--- src/rtl/shift_issue.sv ---
// -----------------------------------------------------------------------------
// shift_issue
//
// Issue stage in front of the shifter. Accepts decoded RISC-V OP / OP-IMM
// instructions over a valid/ready handshake and extracts the shift amount.
// It maps funct3/funct7 onto the shifter's 4-bit operation code. Each decoded
// entry goes out through a 2-entry skid buffer (main + skid), so the outputs
// are registered and the stage still sustains one entry per cycle.
// Non-shift instructions are consumed silently and counted in drop_count,
// which saturates at 16'hFFFF.
//
// Optional feature macro: SHIFT_ISSUE_ILLEGAL_EN
//   defined   : shift opcodes with a malformed funct7 are emitted with
//               operation=4'b0000 and out_illegal=1
//   undefined : funct7 is ignored except bit 5 on funct3 101; out_illegal=0
//
// Ports
//   clk, rst_n      clock (rising edge), asynchronous active-low reset
//   in_valid/ready  upstream handshake (in_ready is a flop output)
//   instr           raw instruction word
//   rs1_data        shift source operand
//   rs2_data        shift amount source for OP (low 5 bits only)
//   out_valid/ready downstream handshake
//   A, B, operation shifter operands: source, zero-extended amount, op code
//   out_illegal     emitted entry is a malformed shift
//   drop_count      saturating count of accepted non-shift instructions
// -----------------------------------------------------------------------------
module shift_issue (
   input  logic        clk,
   input  logic        rst_n,
   input  logic        in_valid,
   output logic        in_ready,
   input  logic [31:0] instr,
   input  logic [31:0] rs1_data,
   input  logic [31:0] rs2_data,
   output logic        out_valid,
   input  logic        out_ready,
   output logic [31:0] A,
   output logic [31:0] B,
   output logic [3:0]  operation,
   output logic        out_illegal,
   output logic [15:0] drop_count
);

   localparam logic [6:0] OPC_OP     = 7'b0110011;
   localparam logic [6:0] OPC_OP_IMM = 7'b0010011;
   localparam logic [3:0] OP_NONE    = 4'b0000;
   localparam logic [3:0] OP_SLL     = 4'b0010;
   localparam logic [3:0] OP_SRL     = 4'b0011;
   localparam logic [3:0] OP_SRA     = 4'b0100;

   typedef struct packed {
      logic [31:0] a;
      logic [4:0]  shamt;
      logic [3:0]  op;
      logic        ill;
   } entry_t;

   entry_t      main_q, main_d, skid_q, skid_d, new_entry;
   logic        main_valid_q, main_valid_d;
   logic        skid_valid_q, skid_valid_d;
   logic        in_ready_q;
   logic [15:0] drop_q, drop_d;

   logic [6:0]  opcode;
   logic [2:0]  funct3;
   logic [6:0]  funct7;
   logic        is_shift, accept, push, main_free;

   assign opcode = instr[6:0];
   assign funct3 = instr[14:12];
   assign funct7 = instr[31:25];

   // Register-number fields are resolved upstream; they are not needed here.
   logic unused_bits;
`ifdef SHIFT_ISSUE_ILLEGAL_EN
   assign unused_bits = ^{instr[19:15], instr[11:7], rs2_data[31:5]};
`else
   assign unused_bits = ^{instr[19:15], instr[11:7], rs2_data[31:5],
                          funct7[6], funct7[4:0]};
`endif

   // ---------------------------------------------------------------- decode
   always_comb begin
      is_shift  = ((opcode == OPC_OP) || (opcode == OPC_OP_IMM)) &&
                  ((funct3 == 3'b001) || (funct3 == 3'b101));
      new_entry       = '0;
      new_entry.a     = rs1_data;
      new_entry.shamt = (opcode == OPC_OP) ? rs2_data[4:0] : instr[24:20];
      if (funct3 == 3'b001)
         new_entry.op = OP_SLL;
      else if (funct7[5])
         new_entry.op = OP_SRA;
      else
         new_entry.op = OP_SRL;
`ifdef SHIFT_ISSUE_ILLEGAL_EN
      if (((funct3 == 3'b001) && (funct7 != 7'b0000000)) ||
          ((funct3 == 3'b101) && (funct7 != 7'b0000000) &&
           (funct7 != 7'b0100000))) begin
         new_entry.op  = OP_NONE;
         new_entry.ill = 1'b1;
      end
`endif
   end

   assign accept    = in_valid && in_ready_q;
   assign push      = accept && is_shift;
   // Main can take a new entry when it is empty or being consumed this cycle.
   assign main_free = !main_valid_q || out_ready;

   // ----------------------------------------------------------- next state
   always_comb begin
      main_d       = main_q;
      main_valid_d = main_valid_q;
      skid_d       = skid_q;
      skid_valid_d = skid_valid_q;
      drop_d       = drop_q;

      if (main_free) begin
         // A full skid implies in_ready was low, so push cannot collide here.
         if (skid_valid_q) begin
            main_d       = skid_q;
            main_valid_d = 1'b1;
            skid_valid_d = 1'b0;
         end else begin
            main_valid_d = push;
            if (push)
               main_d = new_entry;
         end
      end else if (push) begin
         skid_d       = new_entry;
         skid_valid_d = 1'b1;
      end

      if (accept && !is_shift && (drop_q != 16'hFFFF))
         drop_d = drop_q + 16'd1;
   end

   always_ff @(posedge clk or negedge rst_n) begin
      if (!rst_n) begin
         main_q       <= '0;
         main_valid_q <= 1'b0;
         skid_q       <= '0;
         skid_valid_q <= 1'b0;
         in_ready_q   <= 1'b1;
         drop_q       <= '0;
      end else begin
         main_q       <= main_d;
         main_valid_q <= main_valid_d;
         skid_q       <= skid_d;
         skid_valid_q <= skid_valid_d;
         in_ready_q   <= !skid_valid_d;
         drop_q       <= drop_d;
      end
   end

   assign in_ready    = in_ready_q;
   assign out_valid   = main_valid_q;
   assign A           = main_q.a;
   assign B           = {27'b0, main_q.shamt};
   assign operation   = main_q.op;
   assign out_illegal = main_q.ill;   // constant 0 unless the macro is defined
   assign drop_count  = drop_q;

endmodule

--- config.mk ---
export PLATFORM = sky130hd
export DESIGN_NAME = shift_issue
export DESIGN_NICKNAME = d
export VERILOG_FILES = /design/src/rtl/shift_issue.sv
export SDC_FILE = /design/constraint.sdc
export NUM_CORES = 1
export LEC_CHECK = 0
export ABC_AREA = 0
export BUFFER_PORTS_ARGS = -buffer_cell sky130_fd_sc_hd__buf_2
export CAP_MARGIN = 30
export CORE_MARGIN = 4
export CORE_UTILIZATION = 30
export DETAILED_ROUTE_END_ITERATION = 8
export GPL_ROUTABILITY_DRIVEN = 0
export PLACE_DENSITY_LB_ADDON = 0.1
export SKIP_CTS_REPAIR_TIMING = 1
export SYNTH_ARGS = -nofsm -noshare
export SYNTH_HDL_FRONTEND = slang
export SYNTH_SLANG_ARGS = --single-unit
--- constraint.sdc ---
create_clock -name clk -period 1.95 [get_ports clk]
set_input_delay 0.2925 -clock clk [delete_from_list [all_inputs] [get_ports clk]]
set_output_delay 0.2925 -clock clk [all_outputs]
set_load 0.02 [all_outputs]
==> results of run 1 <==
## power breakdown
part	switching [mW]	internal [mW]	leakage, nW
clock network	0.766	1.29	0.163
registers	0.0953	2.16	1.36
logic	0.387	0.233	1.50
total	1.25	3.68	3.02
## worst max-delay path: cells and delay by family, from the launching register on
kind          cells  cell delay [ns]
simple gates      2             0.66
mux               1             0.32
buf+inv           1             0.21
flops             1             0.54
## sequential cells by signal (all words and copies together), names as in the netlist
name and count:
A 32, skid_q 40, out_valid 1, drop_count 16, in_ready 1, skid_valid_q 1, operation 3, B 5
## placed cells by master (no fill, tap or decap), drive strengths merged, types with 4 or more instances in the layout
| cell | instances |
|---|---|
| mux2i | 37 |
| nand3 | 4 |
| xor2 | 4 |
| xnor2 | 9 |
| nand2 | 49 |
| o21ai | 42 |
| nor2 | 9 |
| mux2 | 41 |
| conb | 29 |
| dfrtp | 98 |
| clkbuf | 13 |
| nand4 | 7 |
| and3 | 4 |
| nand2b | 4 |
| buf | 129 |
## cell type report
cell class / instances / area share (%)
Clock buffer: 12 / 4.26
Clock inverter: 4 / 1.69
Inverter: 2 / 0.130
Multi-Input combinational cell: 264 / 33.6
Sequential cell: 99 / 42.9
Tap cell: 188 / 4.06
Timing Repair Buffer: 131 / 13.4
## path summary, 6_finish.rpt
path	from	endpoint
min in group asynchronous	rst_n	drop_count[15]$_DFFE_PN0P_
setup / recovery	in_ready$_DFF_PN1_	skid_q[19]$_DFFE_PN0P_
setup reg to reg	in_ready$_DFF_PN1_	skid_q[19]$_DFFE_PN0P_
hold / removal	instr[30]	skid_q[1]$_DFFE_PN0P_
max in group asynchronous	rst_n	skid_valid_q$_DFF_PN0_
hold reg to reg	A[22]$_DFFE_PN0P_	A[22]$_DFFE_PN0P_
## routing by layer
| layer | wire length (µm) | up-vias | global-route usage (%) |
|---|---|---|---|
| met5 | 7 | - | 0 |
| met3 | 513 | 12 | 2.86 |
| li1 | - | 1509 | - |
| met4 | 179 | 2 | 5.20 |
| met2 | 4920 | 79 | 18.9 |
| met1 | 4920 | 1460 | 16.4 |
## cells by family (layout without fill, tap and decap cells)
group / after synthesis / in the layout / share of synthesized area (%)
multiplexers: 78 / 78 / 20.6
buffers and inverters: 50 / 149 / 7.18
AND/OR/NAND/NOR: 90 / 90 / 9.70
other: 1 / 29 / 0.0809
adder cells (fa/ha/maj): 1 / 1 / 0.270
AO/OA/AOI/OAI: 53 / 53 / 6.27
flip-flops: 99 / 99 / 53.5
XOR/XNOR: 13 / 13 / 2.46
==> impl_metrics.ini, run 1 <==
[outcome]
status = completed

[timing]
tns_ns = 0
timing.hold.ws_ns = 0.176
final-max-slew-violation-count = 0
period_share_pct = 95.7
setup_ws_ns = 0.0840
maxSlewHeadroom_pct = 66.1
setup_viol = 0
hold_violations = 0
fmax_mhz = 536
period_minus_slack_ns = 1.87
skew_ns = 0.00747
tightestPinTransition_ns = 0.508
rsz0062_at_grt = true

[detailed_routing]
wirelength_mm = 10.5
vias = 3062
drc = 0
drt_iter0_drc = 96
vias_per_cell = 4.37
ant_nets = 0
dr.pass1.iters = 4
wl_per_cell_um = 15.1

[synth]
synth_ff_type = dfrtp_1
synth_cell_type_count = 39
synth_area_um2 = 4630
synth_seq_cells = 99
async_flop_share_pct = 100
synthTopCellsByArea = dfrtp_1 (53%), mux2_4 (10%), mux2i_1 (8.0%)
yosysMostFrequentCell = dfrtp_1
synth_cells = 385
synth_commonest_cells = dfrtp_1 (98), nand2_1 (49), o21ai_0 (40), mux2i_1 (37), mux2_4 (32)
ys_seq_area_share_pct = 53.5
synth_edf_count = 0
avgSynthCellArea_um2 = 12.0
synth_top_area_cell = dfrtp_1
synth_top_area_share_pct = 52.9
yosysWarnings = 0

[floorplanning]
fp.dieW_um = 132
rows = 45
dieArea_um2 = 17500
num_io_pins = 187
start_util_pct = 30.6
die_h_um = 132
coreArea_um2 = 15100

[placement]
dp_slack_ns = -0.0781
dp_hpwl_mm = 6.91
postPlaceCellArea_um2 = 5400
post-place-cells = 682
port-buffer-count = 114

[setup_path]
worst-path-max-fanout = 22
crit_path_cell_trace = nand2_1 > or4_4 > buf_16 > mux2_4
critPathKind = flop to flop
slowest_stage = or4_4
startpoint_type = flop
crit_path_end_kind = flop
reg2reg_depth = 4
worst_ep_arrival_time_ns = 2.09
cpPeakStageDelay_ns = 0.59
cp.required_ns = 2.18
reg2reg_slack_ns = 0.08

[job]
maxCapViolations = 0

[power_and_ir_drop]
ir_worst_vdd_mv = 0.709
powerDensity_nw_per_um2 = 852
total_power_mw = 4.93
p_leak_nw = 3.02

[finish]
drive_gt1_share_pct = 37.7
fin_util_pct = 38.2
fin_area_um2 = 5790
regArea_um2 = 2480
fillerInstances = 1509
nNetsFinal = 608
fin_cells = 700
multiInputGateArea_um2 = 1940
diodes = 0
areaGrowthSynthToFinish_pct = 24.9

[cts]
cts-htree-levels = 3
cts_buffers = 9
tritoncts = built
clkSlewWorstSetupHoldPaths_ns = 0.07
cts_buffer_depth = 2
cts.root.buffer_cell = clkbuf_16
clock_sinks = 99
clkLatencyLatePin_ns = 0.34

[global_route]
grt_pass1_vias = 3144
grt_max_degree = 93
track_usage_pct = 12.2
overflow = 0
grt_pass1_wl_mm = 16.9
antenna_found_initial = 1

[min_path]
min_delay_path_depth = 2
hold_class = primary input to flop
No activity file was read; power rests on OpenSTA's default activity.
==> run 2: changes to the inputs <==
CORE_ASPECT_RATIO = 1.25   (was default)
PLACE_DENSITY = 0.53   (was default)
PLACE_DENSITY_LB_ADDON = default   (was 0.1)
==> impl_metrics.ini, run 2 (synthesized netlist as in run 1, its figures left out) <==
[timing]
hold_violations = 0
fmax_mhz = 535
period_minus_slack_ns = 1.87
period_share_pct = 95.9
tns_ns = 0
final-max-slew-violation-count = 0
skew_ns = 0.00489
rsz0062_at_grt = false
setup_viol = 0
timing.hold.ws_ns = 0.174

[cts]
clkSlewWorstSetupHoldPaths_ns = 0.07
cts-htree-levels = 3
cts_buffers = 9
tritoncts = built
clock_sinks = 99
cts.root.buffer_cell = clkbuf_16
clkLatencyLatePin_ns = 0.33
cts_buffer_depth = 2

[floorplanning]
rows = 50
start_util_pct = 30.7
dieArea_um2 = 17500
die_h_um = 147
coreArea_um2 = 15100
num_io_pins = 187
fp.dieW_um = 119

[finish]
most-common-layout-cells = buf_2 (113), dfrtp_1 (97), nand2_1 (49)
fin_area_um2 = 5790
fin_cells = 721
nNetsFinal = 609
drive_gt1_share_pct = 38.0
diodes = 0
areaGrowthSynthToFinish_pct = 25.0
largest_register_ffs = 40
top_register = skid_q
final_common_cell = buf_2

[detailed_routing]
drc = 0
vias = 3108
ant_nets = 0
wirelength_mm = 10.1
dr.pass1.iters = 4
drt_iter0_drc = 110
wl_per_cell_um = 14.1
vias_per_cell = 4.31

[setup_path]
path_depth = 6
rr_startpoint = drop_count[0]$_DFFE_PN0P_
cp.required_ns = 2.17
reg2reg_slack_ns = 0.08
worst_ep_arrival_time_ns = 2.09
cpPeakStageDelay_ns = 0.40
cp_top_family = simple AND/OR/NAND/NOR gates
reg2reg_depth = 6
worst-path-max-fanout = 4
slowest_stage = dfrtp_1
crit_path_end_kind = flop
timing.rr.end = drop_count[14]$_DFFE_PN0P_
startpoint_type = flop
critPathBufInv = 0
critPathKind = flop to flop
crit_path_cell_trace = ha_1 > and4_1 > nand4_1 > nor2_2 > and3_1 > mux2_2

[global_route]
grt_pass1_vias = 3300
overflow = 0
antenna_found_initial = 0
grt_max_degree = 45
track_usage_pct = 11.8
grt_pass1_wl_mm = 16.5

[outcome]
status = completed

[job]
maxCapViolations = 0

[power_and_ir_drop]
total_power_mw = 4.79
powerDensity_nw_per_um2 = 828
ir_worst_vdd_mv = 0.772
p_leak_nw = 3.02

[placement]
dp_hpwl_mm = 7.46
postPlaceCellArea_um2 = 5450
port-buffer-count = 114
post-place-cells = 704

[min_path]
min_to = skid_q[1]$_DFFE_PN0P_
hold_class = primary input to flop
hp-start = instr[30]
min_delay_path_depth = 2
[run 2: cell type report]
type / instances / area, µm²
tap: 208 / 260
multi-input combinational: 264 / 1950
clock inverter: 4 / 73.8
fill: 1509 / 9290
inverter: 2 / 7.51
timing repair buffer: 132 / 773
clock buffer: 12 / 246
sequential: 99 / 2480
[run 2: metrics by stage]
step / utilization, % / setup slack, ns
after floorplan: - / 0.0532
after global placement: 36.1 / -0.0803
after detailed placement: 36.1 / -0.0980
after CTS: 38.3 / -0.0891
after global routing: 38.4 / 0.0210
final: 38.4 / 0.0809
[run 2: worst max-delay path by stage]
stage / from / to / slack (ns)
after detailed placement: instr[2] / skid_q[22]$_DFFE_PN0P_ / -0.1
after global routing: drop_count[0]$_DFFE_PN0P_ / drop_count[14]$_DFFE_PN0P_ / 0.02
after floorplan: in_ready$_DFF_PN1_ / skid_q[10]$_DFFE_PN0P_ / 0.05
after global placement: instr[2] / skid_q[17]$_DFFE_PN0P_ / -0.08
after CTS: in_ready$_DFF_PN1_ / skid_q[19]$_DFFE_PN0P_ / -0.09
final: drop_count[0]$_DFFE_PN0P_ / drop_count[14]$_DFFE_PN0P_ / 0.08
[run 2: metal layers]
metal,up-vias,wire length (µm),track usage [%]
met5,-,0,0
li1,1509,-,-
met4,0,163,3.83
met1,1504,4420,14.1
met3,8,588,3.50
met2,87,4970,20.3
[run 2: power by group]
part | total [mW] | switching [mW] | leakage (nW) | internal, mW
Combinational | 0.624 | 0.387 | 1.50 | 0.236
Sequential | 2.26 | 0.100 | 1.36 | 2.16
Clock | 1.91 | 0.749 | 0.157 | 1.16
Total | 4.79 | 1.24 | 3.02 | 3.56
==> run 3: changes to the inputs <==
CELL_PAD_IN_SITES_DETAIL_PLACEMENT = 1   (was default)
CELL_PAD_IN_SITES_GLOBAL_PLACEMENT = 1   (was default)
GPL_TIMING_DRIVEN = 0   (was default)
PLACE_DENSITY = 0.66   (was 0.53)
==> impl_metrics.ini, run 3 (synthesized netlist as in run 1, its figures left out) <==
[setup_path]
crit_top_cell = buf_12
cp.required_ns = 2.18
critPathBufInv = 2
crit_path_end_kind = flop
worst_ep_arrival_time_ns = 2.10
worst-path-max-fanout = 10
startpoint_type = flop
cpPeakStageDelay_ns = 0.55
critPathKind = flop to flop
cp_top_family = simple AND/OR/NAND/NOR gates
slowest_stage = dfstp_2
crit_path_cell_trace = nand2_2 > or4_4 > buf_12 > buf_12 > mux2_4

[finish]
final_common_cell = buf_2
nNetsFinal = 642
diodes = 0
regArea_um2 = 2480
top_register = skid_q
areaGrowthSynthToFinish_pct = 29.3
drive_gt1_share_pct = 40.8
fin_util_pct = 39.7
fillerInstances = 1696
multiInputGateArea_um2 = 1960
largest_register_ffs = 40
most-common-layout-cells = buf_2 (114), dfrtp_1 (98), nand2_1 (48)
fin_area_um2 = 5990
fin_cells = 754

[global_route]
track_usage_pct = 13.8
grt_max_degree = 63
grt_pass1_wl_mm = 19.2
overflow = 0
antenna_found_initial = 0
grt_pass1_vias = 3680

[timing]
period_share_pct = 96.1
setup_viol = 0
timing.hold.ws_ns = 0.170
setup_ws_ns = 0.0765
tightestPinTransition_ns = 0.727
maxSlewHeadroom_pct = 51.5
rsz0062_at_grt = false
skew_ns = 0.00457
final-max-slew-violation-count = 0
hold_violations = 0
period_minus_slack_ns = 1.87
fmax_mhz = 534

[floorplanning]
start_util_pct = 30.7
die_h_um = 147
coreArea_um2 = 15100
fp.dieW_um = 119
dieArea_um2 = 17500
rows = 50
num_io_pins = 187

[detailed_routing]
vias_per_cell = 4.35
wl_per_cell_um = 15.5
dr.pass1.iters = 4
wirelength_mm = 11.7
vias = 3280
drc = 0
ant_nets = 0
drt_iter0_drc = 111

[placement]
post-place-cells = 736
dp_hpwl_mm = 8.66
postPlaceCellArea_um2 = 5600
port-buffer-count = 114
dp_slack_ns = -0.251

[cts]
clock_sinks = 99
tritoncts = built
cts-htree-levels = 3
cts_buffer_depth = 2
cts.root.buffer_cell = clkbuf_16
clkLatencyLatePin_ns = 0.34
cts_buffers = 9
clkSlewWorstSetupHoldPaths_ns = 0.07

[min_path]
hold_class = primary input to flop

[outcome]
status = completed

[power_and_ir_drop]
ir_worst_vdd_mv = 0.629
powerDensity_nw_per_um2 = 798
p_leak_nw = 3.15

[job]
maxCapViolations = 0
run 3: cell count changes in the layout (fill, tap and decap cells not counted), moves of 2 or more:
cell | before | now
buf_4 | 13 | 31
buf_6 | 0 | 2
clkinvlp_4 | 0 | 2
clkbuf_1 | 2 | 9
clkbuf_2 | 0 | 4
run 3: metal layers:
metal  track usage, %  wire, µm  vias to the layer above
li1                 -         -                     1580
met1             16.6      4930                     1597
met2             23.7      5950                       91
met3             3.54       624                       12
met4             4.70       155                        0
met5                0         0                        -
run 3: area by class of cell:
class	count	share of cell area [%]
Buffer	48	6.26
Clock buffer	12	4.11
Clock inverter	4	0.835
Inverter	2	0.125
Multi-Input combinational cell	264	32.6
Sequential cell	99	41.4
Tap cell	208	4.34
Timing Repair Buffer	117	10.3
run 3: final timing paths:
kind,slack [ns],start,cells past startpoint,endpoint
min in group asynchronous,0.45,rst_n,2,skid_q[17]$_DFFE_PN0P_
max in group asynchronous,0.76,rst_n,3,in_ready$_DFF_PN1_
max reg2reg,0.08,in_ready$_DFF_PN1_,5,skid_q[26]$_DFFE_PN0P_
min reg2reg,0.47,A[18]$_DFFE_PN0P_,2,A[18]$_DFFE_PN0P_
min,0.17,instr[30],2,skid_q[1]$_DFFE_PN0P_
max,0.08,in_ready$_DFF_PN1_,5,skid_q[26]$_DFFE_PN0P_
run 3: report_power, final:
| group | leakage [nW] | total, mW | switching [mW] | internal (mW) |
|---|---|---|---|---|
| Clock | 0.139 | 1.81 | 0.784 | 1.03 |
| Combinational | 1.65 | 0.707 | 0.413 | 0.294 |
| Sequential | 1.36 | 2.26 | 0.103 | 2.16 |
| Total | 3.15 | 4.78 | 1.30 | 3.48 |
run 3: stage by stage:
stage / setup TNS [ns] / power [mW]
after floorplan: 0 / 2.69
after global placement: -52.01 / 2.95
after detailed placement: -5.38 / 2.99
after CTS: -1.51 / 4.84
after global routing: 0 / 5.04
final: 0 / 4.78
